[src/rtl/dl_frame_tx.sv]
// Serial frame transmitter: alternating preamble, LSB-first payload, and an optional
// silent gap, with repeats, abort and length checking. Every output is registered.
module dl_frame_tx #(
  parameter int DIV_WIDTH     = 8,
  parameter int MAX_BITS      = 128,
  parameter int PREAMBLE_BITS = 16,
  parameter int GAP_WIDTH     = 8,
  parameter int RPT_WIDTH     = 4,
  parameter int LEN_WIDTH     = $clog2(MAX_BITS + 1)
) (
  input  logic                 clk,
  input  logic                 rst_n,
  input  logic                 start,
  input  logic                 abort,
  input  logic [MAX_BITS-1:0]  payload,
  input  logic [LEN_WIDTH-1:0] payload_len,
  input  logic [DIV_WIDTH-1:0] clk_div,
  input  logic [GAP_WIDTH-1:0] gap_bits,
  input  logic [RPT_WIDTH-1:0] repeat_cnt,
  output logic                 busy,
  output logic                 done,
  output logic                 aborted,
  output logic                 err_len,
  output logic                 dl_out,
  output logic                 dl_en
);

  // One bit-index counter serves preamble, payload and gap, so it must hold the largest of the three.
  localparam int CNT_A   = (MAX_BITS > PREAMBLE_BITS) ? MAX_BITS : PREAMBLE_BITS;
  localparam int CNT_MAX = (CNT_A > (2**GAP_WIDTH - 1)) ? CNT_A : (2**GAP_WIDTH - 1);
  localparam int IDX_W   = $clog2(CNT_MAX + 1);

  typedef enum logic [1:0] {IDLE, PREAMBLE, PAYLOAD, GAP} state_t;

  state_t               state;
  logic [DIV_WIDTH-1:0] timer;
  logic [IDX_W-1:0]     bit_idx;
  logic [MAX_BITS-1:0]  pay_q;
  logic [MAX_BITS-1:0]  sh_q;
  logic [LEN_WIDTH-1:0] len_q;
  logic [DIV_WIDTH-1:0] div_q;
  logic [GAP_WIDTH-1:0] gap_q;
  logic [RPT_WIDTH-1:0] rpt_q;

  logic [IDX_W-1:0] idx_nxt;
  logic             len_ok;
  logic             bit_end;
  logic             frame_end;

  assign idx_nxt   = bit_idx + IDX_W'(1);
  assign len_ok    = (payload_len != '0) && (payload_len <= LEN_WIDTH'(MAX_BITS));
  assign bit_end   = (timer == div_q);
  assign frame_end = bit_end &&
                     (((state == PAYLOAD) && (idx_nxt == IDX_W'(len_q)) && (gap_q == '0)) ||
                      ((state == GAP) && (idx_nxt == IDX_W'(gap_q))));

  always_ff @(posedge clk or negedge rst_n) begin
    // NOTE: the wide latched payload and shifter are reset as well, so nothing from a
    // previous frame survives a reset; all state uses non-blocking assignments.
    if (!rst_n) begin
      state   <= IDLE;
      timer   <= '0;
      bit_idx <= '0;
      pay_q   <= '0;
      sh_q    <= '0;
      len_q   <= '0;
      div_q   <= '0;
      gap_q   <= '0;
      rpt_q   <= '0;
      busy    <= 1'b0;
      done    <= 1'b0;
      aborted <= 1'b0;
      err_len <= 1'b0;
      dl_out  <= 1'b0;
      dl_en   <= 1'b0;
    end else begin
      done    <= 1'b0;
      aborted <= 1'b0;
      err_len <= 1'b0;
      if (state == IDLE) begin
        // A start coinciding with abort is dropped silently.
        if (start && !abort) begin
          if (len_ok) begin
            pay_q   <= payload;
            len_q   <= payload_len;
            div_q   <= clk_div;
            gap_q   <= gap_bits;
            rpt_q   <= repeat_cnt;
            timer   <= '0;
            bit_idx <= '0;
            state   <= PREAMBLE;
            busy    <= 1'b1;
            dl_en   <= 1'b1;
            dl_out  <= 1'b1;
          end else begin
            err_len <= 1'b1;
          end
        end
      end else if (abort) begin
        state   <= IDLE;
        timer   <= '0;
        bit_idx <= '0;
        busy    <= 1'b0;
        dl_en   <= 1'b0;
        dl_out  <= 1'b0;
        aborted <= 1'b1;
      end else if (!bit_end) begin
        timer <= timer + DIV_WIDTH'(1);
      end else if (frame_end) begin
        timer   <= '0;
        bit_idx <= '0;
        if (rpt_q != '0) begin
          rpt_q  <= rpt_q - RPT_WIDTH'(1);
          state  <= PREAMBLE;
          dl_en  <= 1'b1;
          dl_out <= 1'b1;
        end else begin
          state  <= IDLE;
          busy   <= 1'b0;
          dl_en  <= 1'b0;
          dl_out <= 1'b0;
          done   <= 1'b1;
        end
      end else begin
        timer   <= '0;
        bit_idx <= idx_nxt;
        if (state == PREAMBLE) begin
          if (idx_nxt == IDX_W'(PREAMBLE_BITS)) begin
            state   <= PAYLOAD;
            bit_idx <= '0;
            dl_out  <= pay_q[0];
            sh_q    <= pay_q >> 1;
          end else begin
            dl_out <= ~idx_nxt[0];
          end
        end else if (state == PAYLOAD) begin
          if (idx_nxt == IDX_W'(len_q)) begin
            // Last payload bit done and a gap follows (no-gap case is frame_end).
            state   <= GAP;
            bit_idx <= '0;
            dl_en   <= 1'b0;
            dl_out  <= 1'b0;
          end else begin
            dl_out <= sh_q[0];
            sh_q   <= sh_q >> 1;
          end
        end
      end
    end
  end

endmodule
[config.mk]
export PLATFORM = sky130hd
export DESIGN_NAME = dl_frame_tx
export DESIGN_NICKNAME = d
export VERILOG_FILES = /design/src/rtl/dl_frame_tx.sv
export SDC_FILE = /design/constraint.sdc
export NUM_CORES = 1
export LEC_CHECK = 0
export BUFFER_PORTS_ARGS = -buffer_cell sky130_fd_sc_hd__buf_2
export CAP_MARGIN = 0
export CORE_MARGIN = 2
export CORE_UTILIZATION = 50
export CTS_BUF_LIST = sky130_fd_sc_hd__clkbuf_4
export CTS_CLUSTER_DIAMETER = 120
export DETAILED_ROUTE_END_ITERATION = 16
export GPL_TIMING_DRIVEN = 0
export MAX_ROUTING_LAYER = met4
export PLACE_DENSITY = 0.71
export SLEW_MARGIN = 20
export SYNTH_ARGS = -nofsm -noshare
export SYNTH_HDL_FRONTEND = slang
export SYNTH_SLANG_ARGS = --single-unit
export TNS_END_PERCENT = 10
[constraint.sdc]
create_clock -name clk -period 3.4 [get_ports clk]
set_input_delay 0.68 -clock clk [delete_from_list [all_inputs] [get_ports clk]]
set_output_delay 0.68 -clock clk [all_outputs]
set_load 0.05 [all_outputs]
* Yosys cells after proc, flatten, opt, wreduce, memory -nomap -nowiden *
Index checks and enable logic that the tools add are counted.

storage, ports and cells
  logic and storage cells = 137
  register bits after elaboration = 308
  output and inout port bits = 6

operators by class
  bitwise logic cells = 4
  reductions and logical operators = 31
  add/subtract/negate cells = 3
  equal/unequal tests = 15
  muxes and demuxes = 68
  $lt $le $gt $ge = 1

operators with widths
  operator                                                                 number
  128-bit two-way mux                                                      4
  8-bit two-way mux                                                        13
  1-bit two-way mux                                                        34
  4-bit two-way mux                                                        7
  8-bit equality test                                                      3
  2-bit two-way mux                                                        10
  6-bit AND reduction                                                      3
  8-bit by 1-bit adder with 8-bit output, second input constant            2
  4-bit nonzero test                                                       3
  5-bit nonzero test                                                       2
  8-bit by 5-bit equality test with 1-bit output, second input constant    1
  8-bit <= comparator, second input constant                               1
  8-bit logical NOT                                                        1
  2-bit nonzero test                                                       4
  8-bit nonzero test                                                       1
  7-bit AND reduction                                                      1
  1-bit logical AND                                                        6
  2-bit by 1-bit inequality test with 1-bit output, second input constant  3
  3-bit AND reduction                                                      2
  3-bit nonzero test                                                       2
  5-bit by 4-bit inequality test with 1-bit output, second input constant  1
  5-bit AND reduction                                                      1
  2-bit equality test, second input constant                               2
  2-bit inequality test, second input constant                             2
  other kinds (10)                                                         13

* Depth between registers and ports, before layout *
Gate-level depths: netlist (run 1).

  depth after elaboration = 10
  depth in mapped cells = 14

* Worst setup path after synthesis (run 1) *
Ideal clock, no wire load.

  path type = input port to flip-flop
  start point = input port payload_len[2]
  end point = register gap_q[0]
  path buffers = 3
  slack = 0.346 ns
  required time = 3.275 ns
  setup time = 0.125 ns
  stages on the path = 8
  data arrival time = 2.929 ns
  cell sequence = or4_1 nor4_1 xnor2_1 and3_1 clkbuf_1 buf_1 buf_1 mux2_2

on the way
  longest elaborated chain between the ends = 3
  elaborated cells on any way between the ends = 4

ends and longest elaborated chain
  item                                                              line  RTL
  from (decl)                                                       16    input logic [LEN_WIDTH-1:0] payload_len,
  8-bit <= comparator / 8-bit nonzero test (equally long branches)  51    assign len_ok = (payload_len != '0) && (payload_len <= LEN_WIDTH'(MAX_BITS));
  1-bit logical AND *                                               51
  3-bit AND reduction (no line) *                                   n/a
  to (signal assigned)                                              87    gap_q <= gap_bits;
  to (decl)                                                         42    logic [GAP_WIDTH-1:0] gap_q;

Every way passes the cells marked *; elsewhere a longest branch is shown, timed or not.
A chain may end at the register's enable or synchronous reset.

* Final worst setup path (run 1) *
  start point = input port payload_len[2]
  end point = register div_q[4]

on the way
  longest elaborated chain between the ends = 3
  elaborated cells on any way between the ends = 4

ends and longest elaborated chain
  item                                                              line  RTL
  8-bit <= comparator / 8-bit nonzero test (equally long branches)  51
  1-bit logical AND *                                               51
  3-bit AND reduction (no line) *                                   n/a
  to (signal assigned)                                              86    div_q <= clk_div;
  to (decl)                                                         41    logic [DIV_WIDTH-1:0] div_q;

Marked as above.

==> run metrics, run 1 <==
final setup violation count 0; largest net degree at the start of global routing 100; Main synth FF type dfrtp_1; fill count 2310; Skew-Pair Late Insertion Delay approximately 680 ps; routability congestion estimate 0.913; Fmax achieved ~0.31 GHz; Clock Path Buffers 3; die area 28900 µm²; post-synthesis average cell area 11.9 µm²; Yosys reg bits 307; Critical Path Sink Type flop; Detailed Place HPWL roughly 20000 µm; crit share post-route ~95%; count of cell types in the netlist between 60 and 70; Req. time, crit path 3920 ps; Worst EP arrival between 3000 and 4000 ps; Avg WL per Cell between 15 and 20 µm; GRT Residual Overflow 0; CTS Buf Count ~80; max-cap violation count 0; setup TNS 0 ps; vias after detailed routing about 9700; Post-DP Area approximately 15000 µm²; Max VDD drop slightly below 0.0005 V; Post-synth EDFFs 0; Remaining DRCs 0; FFs w/ async S/R, synth 100%; Hold Vio Cnt, Final 0; Initial Utilization around 50%; Seq/Total Area, Yosys a little under three fifths; cell count after synthesis between 1000 and 1500; Crit Path Class in -> reg; CP Max Fanout 10; antenna viol nets, final 0; Starting DRT DRC Count 560; Critical Path Start Type input port; core area ~27000 µm²; WL final between 20000 and 30000 µm; GRT Util Overall about 22%; # clock sinks between 300 and 400; Die Ht about 170 µm; Die X roughly 170 µm; leak pwr roughly 7.5 nW; CTS tree yes; Sequential Area slightly below 8000 µm²; post-layout min period 3220 ps; syn nets about 1300; Port Buffers 165; fin. max-slew vios 0; antenna violations before repair 9; total power roughly 14 mW; CTS HTree Levels 3; vias in the first global route between 9000 and 10000; slew margin rel. between 40% and 50%; drt first pass iters 5; Hold Path Class in -> reg; clk slew on worst S/H paths around 60 ps; post-DR vias/cell 5.35; Slew @ Worst Pin around 800 ps; # rows 60; I/O Pins approximately 170; Worst R2R Setup Slack about 200 ps; WHS roughly 210 ps; Final Skew 48.1 ps; Multi-input gate area between 5000 and 6000 µm²; Root Buffer clkbuf_4; Synth warnings 0; P per Cell Area 852 nW/µm²; Final nets around 1600; post-synthesis cell area approximately 14000 µm²; fin area around 16000 µm²; layout cells sized above 1 33.8%; outcome completed; first-pass GRT wire length ~50000 µm; unrepaired setup endpoints after global routing false; synthesis-to-layout area growth 17.4%
state kept, by name (all words and copies together) (netlist names), 2 cells and up:
| register | cells |
|---|---|
| len_q | 8 |
| rpt_q | 4 |
| timer | 8 |
| gap_q | 8 |
| div_q | 8 |
| pay_q | 128 |
| state | 2 |
| sh_q | 127 |
| bit_idx | 8 |
Yosys cell counts (8+ instances only):
cell type  number  share of area (%)
dfrtp_1       307                 56
nor2_1         20               0.55
nor3_1         13               0.47
a21oi_1        13               0.47
buf_2          19               0.69
xor2_1          8               0.51
clkbuf_1       34               0.93
inv_1          11               0.30
ha_1            8               0.73
nand2_1       160                4.4
mux2i_1       129                9.4
o21ai_1        60                2.2
nand3_1         8               0.29
mux2_2        154                 13
o21ai_0        80                2.9
xnor2_1        14               0.89
cell usage in the layout, fill, tap and decap left out, drive strengths merged, types with 4 or more instances in the layout:
cell type	count
mux2i	129
a31oi	7
inv	11
mux2	154
diode	9
dfrtp	307
nor2b	4
ha	8
nand4	5
nor4	6
or4	4
nand2b	7
clkinv	15
clkbuf	157
and3	6
xor2	8
nor3	14
buf	204
xnor2	14
a21oi	13
nor2	20
nand2	161
nand3	9
o21ai	140
o211ai	4
cell families after synthesis:
kind of cell	after synthesis	synth area share [%]
AO/OA/AOI/OAI	195	8.18
flip-flops	307	55.8
AND/OR/NAND/NOR	252	8.36
buffers and inverters	88	3.21
XOR/XNOR	24	1.73
multiplexers	283	22.0
adder cells (fa/ha/maj)	8	0.727
power breakdown:
group / internal (mW) / leakage [nW] / switching (mW) / total, mW
logic: 2.23 / 3.22 / 2.03 / 4.26
registers: 5.38 / 3.75 / 1.05 / 6.43
clock network: 1.62 / 0.572 / 1.46 / 3.07
cell type report:
type / instances / area share (%)
Timing Repair Buffer: 170 / 5.79
Buffer: 77 / 2.54
Inverter: 11 / 0.256
Clock buffer: 115 / 5.34
Multi-Input combinational cell: 762 / 35.1
Sequential cell: 307 / 47.5
Tap cell: 341 / 2.64
Clock inverter: 17 / 0.619
Antenna cell: 9 / 0.139
worst max-delay path, cell delays in order:
cell	delay [ps]
buf_2	100
or4_1	520
nor4_1	240
xnor2_1	350
and3_1	240
clkbuf_1	180
buf_1	450
clkbuf_1	570
mux2_2	410
per-layer routing:
metal / share of wire (%) / GRT usage, % / up-vias / routed length (µm)
met5: 0 / - / - / 0
met4: 2.4 / 8.32 / 0 / 726
met3: 5.5 / 5.33 / 62 / 1620
met2: 47 / 32.8 / 255 / 13900
met1: 45 / 28.7 / 4709 / 13400
li1: - / - / 4650 / -
per-stage QoR:
stage / setup slack (ps) / std cells / utilization (%)
2_1_floorplan: 346 / 1157 / -
5_1_grt: 19.8 / 1809 / 59.8
4_1_cts: 17.0 / 1800 / 59.6
6_report: 177 / 1809 / 59.8
3_3_place_gp: -4190 / 1663 / 55.6
3_5_place_dp: -793 / 1666 / 55.9
timing repair:
action	CTS	global route
setup endpoints to repair	156	132
endpoints found under the hold margin	59	0
pin swaps	1	0
gates resized for setup	4	7
hold buffers	1	0
setup buffers	1	0
worst paths after layout:
kind / start / to / depth (start not counted)
setup / recovery: payload_len[2] / div_q[4]$_DFFE_PN0P_ / 9
hold / removal: gap_bits[5] / gap_q[5]$_DFFE_PN0P_ / 3
setup reg to reg: bit_idx[1]$_DFFE_PN0P_ / sh_q[102]$_DFFE_PN0P_ / 13
hold reg to reg: sh_q[5]$_DFFE_PN0P_ / sh_q[5]$_DFFE_PN0P_ / 2
max in group asynchronous: rst_n / sh_q[81]$_DFFE_PN0P_ / 4
min in group asynchronous: rst_n / bit_idx[5]$_DFFE_PN0P_ / 2
Note: power is estimated with default switching activity, not from simulation.
==> run 2: changes to the inputs <==
==> constraint.sdc (replaced) <==
create_clock -name clk -period 3.4 [get_ports clk]
set_input_delay 0.17 -clock clk [delete_from_list [all_inputs] [get_ports clk]]
set_output_delay 0.17 -clock clk [all_outputs]
set_load 0.05 [all_outputs]
==> run 2 against run 1 <==
Compared with the run above: die area did not move; sequential cell count is the same; register-to-register slack got worse by 20 ps; routed wire length is 11% higher; power rose by 1.7%; utilization is 5.8 points higher; clock skew rose by 9.4 ps; clock power barely moved; sequential power barely moved; critical endpoint is now sh_q[83]$_DFFE_PN0P_; largest cell class unchanged; largest power group unchanged; highest routed layer unchanged.
==> run metrics, run 2 (synthesis gave the netlist of run 1 again) <==
unrepaired setup endpoints after global routing false; sequential share of power 46.1%; Sequential Area a little under 8000 µm²; Place WS -302 ps; sw power 4.64 mW; Initial Utilization between 50 and 60%; post-DR vias/cell 5.30; first-pass GRT wire length approximately 54000 µm; leak pwr 8.20 nW; Switching Fraction roughly 33%; CTS tree yes; Worst Setup SP bit_idx[1]$_DFFE_PN0P_; Post-Route Utilization 65.6%; # rows 60; vias after detailed routing roughly 10000; Clock Path Buffers 3; antenna viol nets, final 0; routability congestion estimate 0.913; synthesis-to-layout area growth 28.9%; Remaining DRCs 0; total power 14.0 mW; clk slew on worst S/H paths about 60 ps; Req. time, crit path ~4000 ps; Int Power approximately 9.4 mW; fin. max-slew vios 0; Port Buffers between 150 and 200; Hold Path Class in -> reg; biggest regs pay_q (128), sh_q (127); Final Skew 57.6 ps; Slew @ Worst Pin 977 ps; layout cells sized above 1 between 30% and 40%; GRT Util Overall a little under a quarter; core area ~27000 µm²; Worst EP arrival between 3000 and 4000 ps; commonest non-fill, non-tap cells in the layout 307 x dfrtp_1, 182 x buf_2, 160 x nand2_1, 160 x dlygate4sd3_1, 154 x mux2_2; Multi-input gate area 5680 µm²; Critical Path Sink Type flop; Largest register FFs around 130; Detailed Place HPWL slightly above 20000 µm; Hold Crit Start payload_len[2]; I/O Pins between 150 and 200; WL final 32900 µm; power share of the combinational group 31.8%; Worst R2R Start bit_idx[1]$_DFFE_PN0P_; DP Cell Count 1666; max-cap violation count 0; Root Buffer clkbuf_4; WHS 241 ps; largest net degree at the start of global routing 100; clock network power share between 20 and 25%; outcome completed; P per Cell Area roughly 800 nW/µm²; Die Ht between 150 and 200 µm; Starting DRT DRC Count 612; Max VDD drop approximately 0.00050 V; Critical Path Start Type flop; Avg WL per Cell between 15 and 20 µm; # clock sinks roughly 300; Most flops, register pay_q; slew margin rel. a little over a third; antenna violations before repair 3; Hold Vio Cnt, Final 0; Final nets 1739; final setup violation count 0; CP Max Fanout 10; most common cell after layout, fill and taps aside dfrtp_1; vias in the first global route 10700; post-layout min period between 3000 and 4000 ps; slack of the critical path between 150 and 200 ps; crit share post-route between 90% and 100%; CTS Buf Count 82; Fmax achieved about 0.31 GHz; GRT Residual Overflow 0; CTS HTree Levels 3; Skew-Pair Late Insertion Delay 690 ps; die area a little under 30000 µm²; Die X ~170 µm; drt first pass iters 6; Crit Path Class reg -> reg; Finished Layout Cells 1963; fill count approximately 2100
-- run 2: cell count changes in the layout (fill, tap and decap cells not counted) --
cell | previous run | this run
diode_2 | 9 | 3
clkbuf_2 | 8 | 7
buf_2 | 181 | 182
dlygate4sd3_1 | 1 | 160
clkbuf_1 | 33 | 34
-- run 2: worst paths after layout --
| path | to | slack (ps) | depth (start not counted) |
|---|---|---|---|
| hold reg to reg | sh_q[5]$_DFFE_PN0P_ | 480 | 2 |
| setup reg to reg | sh_q[83]$_DFFE_PN0P_ | 180 | 13 |
| max in group asynchronous | sh_q[84]$_DFFE_PN0P_ | 1760 | 5 |
| setup / recovery | sh_q[83]$_DFFE_PN0P_ | 180 | 13 |
| hold / removal | err_len$_DFF_PN0_ | 240 | 5 |
| min in group asynchronous | bit_idx[0]$_DFFE_PN0P_ | 530 | 3 |
-- run 2: per-stage QoR --
stage / setup TNS, ps / area (µm²)
CTS: 0 / 17700
finish: 0 / 17700
global route: 0 / 17700
global placement: -1173120 / 15000
detailed placement: -54600 / 15100
floorplan: 0 / 13800
-- run 2: area by class of cell --
cell class,count,share of cell area (%)
Buffer,77,2.31
Inverter,11,0.233
Multi-Input combinational cell,762,32.0
Tap cell,341,2.41
Timing Repair Buffer,330,14.3
Clock inverter,17,0.564
Antenna cell,3,0.0423
Clock buffer,115,4.87
Sequential cell,307,43.3
-- run 2: critical path, cell delays in order, from the launching register on --
cell      delay, ps
dfrtp_1         440
ha_1            200
clkbuf_4        190
xor2_1          170
nor3_1           70
a211oi_2        430
nand4b_1        230
o32ai_4         110
or4_1           600
buf_6           200
buf_8           160
buf_6           140
nand2_1          80
o21ai_1          60
-- run 2: timing repair --
item | in CTS | in global routing
endpoints found under the setup margin | 129 | 132
gates resized for setup | 3 | 7
setup buffers | 1 | 0
hold endpoints to repair | 377 | 0
hold buffers | 161 | 0
pin swaps | 1 | 0
-- run 2: power by group through the flow --
stage / Sequential [mW] / Combinational [mW] / Clock (mW)
floorplan: 6.20 / 3.39 / 0
global placement: 6.44 / 4.11 / 0
detailed placement: 6.49 / 4.29 / 0
CTS: 6.45 / 4.45 / 3.19
global route: 6.67 / 4.97 / 3.39
finish: 6.45 / 4.45 / 3.09
-- run 2: routing by layer --
layer  track usage [%]  part of all wire, %  vias to the layer above
met5                 -                    0                        -
met4              8.92                  2.1                        0
li1                  -                    -                     4961
met1              30.6                   45                     5117
met3              4.40                  4.0                       58
met2              38.6                   49                      265
==> run 3: changes to the inputs <==
- ABC_AREA: default -> 1
- BUFFER_PORTS_ARGS: -buffer_cell sky130_fd_sc_hd__buf_2 -> -buffer_cell sky130_fd_sc_hd__clkbuf_2
==> run 3 against run 2 <==
Compared with the run above: cell count increased by 4.1%; sequential share of layout area rose by 0.20 points; cell area fell by 0.44%; critical path type unchanged; die area shrank 1.1%; synthesized cell count is 6.0% higher; clock skew down 4.1 ps; sequential power shrank 15%; maximum frequency rose by 7.5%; area after synthesis down 1.1%.
==> run metrics, run 3 <==
outcome completed; reg2reg path depth 17; most common cell after layout, fill and taps aside dfrtp_1; Buffers & Inverters on Critical Path 3; count of cell types in the netlist 36; WL final approximately 32000 µm; Max stage delay on crit path 480 ps; Die X 169 µm; crit share post-route between 80% and 90%; FFs w/ async S/R, synth 100%; Main synth FF type dfrtp_1; largest area contributor in the netlist dfrtp_1; slack of the critical path between 400 and 500 ps; Place WS approximately 390 ps; # clock sinks ~310; CP Max Fanout 10; Slew @ Worst Pin between 800 and 900 ps; most frequent cells after synthesis 307 x dfrtp_1, 238 x nand2_1, 140 x mux2_2; vias in the first global route roughly 11000; first-pass GRT wire length 54300 µm; reg2reg end sh_q[77]$_DFFE_PN0P_; Detailed Place HPWL 20500 µm; post-DR vias/cell 5.13; Synth warnings 0; Final nets ~1800; post-synth top area share a little under three fifths; antenna violations before repair 3; antenna viol nets, final 0; clk slew on worst S/H paths approximately 60 ps; largest net degree at the start of global routing around 90; Hold Path Class in -> async; Critical Path Sink Type flop; Hold Vio Cnt, Final 0; drt first pass iters 5; Req. time, crit path 3920 ps; Worst R2R Start bit_idx[0]$_DFFE_PN0P_; die area between 20000 and 30000 µm²; post-layout min period around 3000 ps; Critical Path Start Type flop; Post-synth EDFFs 0; GRT Residual Overflow 0; power share of the combinational group roughly 34%; Int Power 9.01 mW; max-cap violation count 0; Worst Setup SP bit_idx[0]$_DFFE_PN0P_; Crit Path Class reg -> reg; syn nets roughly 1400; most frequent cell after synthesis dfrtp_1; biggest regs pay_q (128), sh_q (127); Fmax achieved 0.334 GHz; leak pwr 8.35 nW; unrepaired setup endpoints after global routing false; metal1 wirelength about 14000 µm; crit path cell chain ha_1 > nand2_1 > inv_1 > nand3b_1 > nand2_1 > nand2_1 > nand3_1 > nor2_1 > nand4_1 > nand2_1 > nand2_4 > nand2_4 > nor2_4 > nand3_2 > buf_6 > clkbuf_1 > o21ai_1; setup TNS 0 ps; metal2 WL approximately 16000 µm; Most flops, register pay_q; fin area 17700 µm²; cell family with most CP delay simple AND/OR/NAND/NOR gates; cell count after synthesis 1226; Worst R2R Setup Slack between 400 and 500 ps; fin. max-slew vios 0; post-CTS setup buffer count 0; GRT Util Overall between 20% and 30%; CTS HTree Levels 3; Post-DP Area between 10000 and 15000 µm²; Starting DRT DRC Count roughly 500; WHS 97.5 ps; post-synthesis average cell area about 11 µm²; most frequent CP cell nand2_1; Worst EP arrival about 3500 ps; Final Skew around 53 ps; Seq/Total Area, Yosys a little under three fifths; WL met3 between 1000 and 1500 µm; Crit-path slowest cell dfrtp_2; final setup violation count 0; CTS tree yes; Yosys reg bits between 300 and 400; Max VDD drop approximately 0.00046 V; slew margin rel. between 40% and 50%; Die Ht approximately 170 µm; Skew-Pair Late Insertion Delay just under 700 ps; core area about 27000 µm²; sequential share of power 40.7%; Synth area leaders dfrtp_1 56%, mux2_2 12%, mux2i_1 9.3%; routability congestion estimate 0.919; commonest non-fill, non-tap cells in the layout 306 x dfrtp_1, 238 x nand2_1, 164 x clkbuf_2, 160 x dlygate4sd3_1, 140 x mux2_2; Top Metal Used met4; synthesis-to-layout area growth 29.7%; Port Buffers 165; clock network power share roughly 25%; critical path depth 17; Clock Path Buffers 3; Initial Utilization around half; Largest register FFs ~130; sw power 4.44 mW; P per Cell Area 761 nW/µm²; Switching Fraction between 30% and 40%; post-synthesis cell area 13600 µm²; Avg WL per Cell around 16 µm; CTS Buf Count between 80 and 90; crit path to sh_q[77]$_DFFE_PN0P_; vias after detailed routing between 10000 and 15000; # rows 60; Remaining DRCs 0; total power 13.4 mW; Root Buffer clkbuf_4; I/O Pins ~170; layout cells sized above 1 29.1%
-- run 3: cell types whose count changed in the layout (fill, tap and decap cells not counted), sizes merged, moves of 7 or more --
cell	previous run	this run
nor2	20	41
a31oi	7	0
o21ai	140	147
nand2b	7	0
nand3	9	33
inv	11	50
clkbuf	157	318
buf	205	41
nand2	161	244
xnor2	14	5
mux2	154	140
-- run 3: timing repair --
item                                   in CTS  in global routing
endpoints found under the hold margin     239                  0
setup endpoints to repair                   0                 46
hold buffers                              160                  0
gates resized for setup                     0                  1
-- run 3: logic make-up after synthesis --
family | share of synthesized area, %
simple gates | 10.8
flops | 56.4
mux | 20.8
compound gates | 6.62
buf+inv | 4.02
xor+xnor | 0.579
fa+ha+maj | 0.735
-- run 3: per-stage QoR --
step	util [%]	cells
after floorplan	-	1226
after global placement	55.3	1732
after detailed placement	55.7	1735
after CTS	65.7	2040
after global routing	65.7	2043
final	65.7	2043
-- run 3: power by group through the flow --
stage          registers [mW]  logic [mW]  clock network [mW]
2_1_floorplan            5.33        3.48                   0
3_3_place_gp             5.49        4.29                   0
3_5_place_dp             5.52        4.44                   0
4_1_cts                  5.46        4.60                3.50
5_1_grt                  5.60        5.07                3.71
6_report                 5.47        4.58                3.39
-- run 3: worst min-delay path by stage --
stage | start | to | slack [ps] | cells past startpoint
6_report | rst_n | pay_q[110]$_DFFE_PN0P_ | 100 | 2
5_1_grt | rst_n | sh_q[17]$_DFFE_PN0P_ | 80 | 2
4_1_cts | rst_n | sh_q[17]$_DFFE_PN0P_ | 60 | 2
3_5_place_dp | rst_n | pay_q[110]$_DFFE_PN0P_ | 270 | 1
3_3_place_gp | abort | done$_DFF_PN0_ | 390 | 2
2_1_floorplan | rst_n | aborted$_DFF_PN0_ | -130 | 0
-- run 3: worst reg2reg max path, delay by kind of cell, from the launching register on --
kind / cells / cell delay (ps)
DFF: 1 / 480
adders and majority gates: 1 / 260
AOI/OAI and AO/OA: 1 / 130
and+or+nand+nor: 12 / 1320
buffers and inverters: 3 / 650
-- run 3: layout make-up --
cell class / instances / area [µm²]
Sequential cell: 307 / 7680
Clock buffer: 128 / 961
Buffer: 63 / 367
Multi-Input combinational cell: 808 / 5390
Antenna cell: 3 / 7.51
Inverter: 48 / 180
Timing Repair Buffer: 328 / 2520
Tap cell: 341 / 427
Fill cell: 2066 / 9220
Clock inverter: 17 / 129
-- run 3: layer usage --
metal | global-route usage [%] | vias to the layer above
met1 | 30.2 | 5090
met4 | 8.21 | 0
met3 | 4.68 | 68
met2 | 40.0 | 256
li1 | - | 5061
met5 | - | -
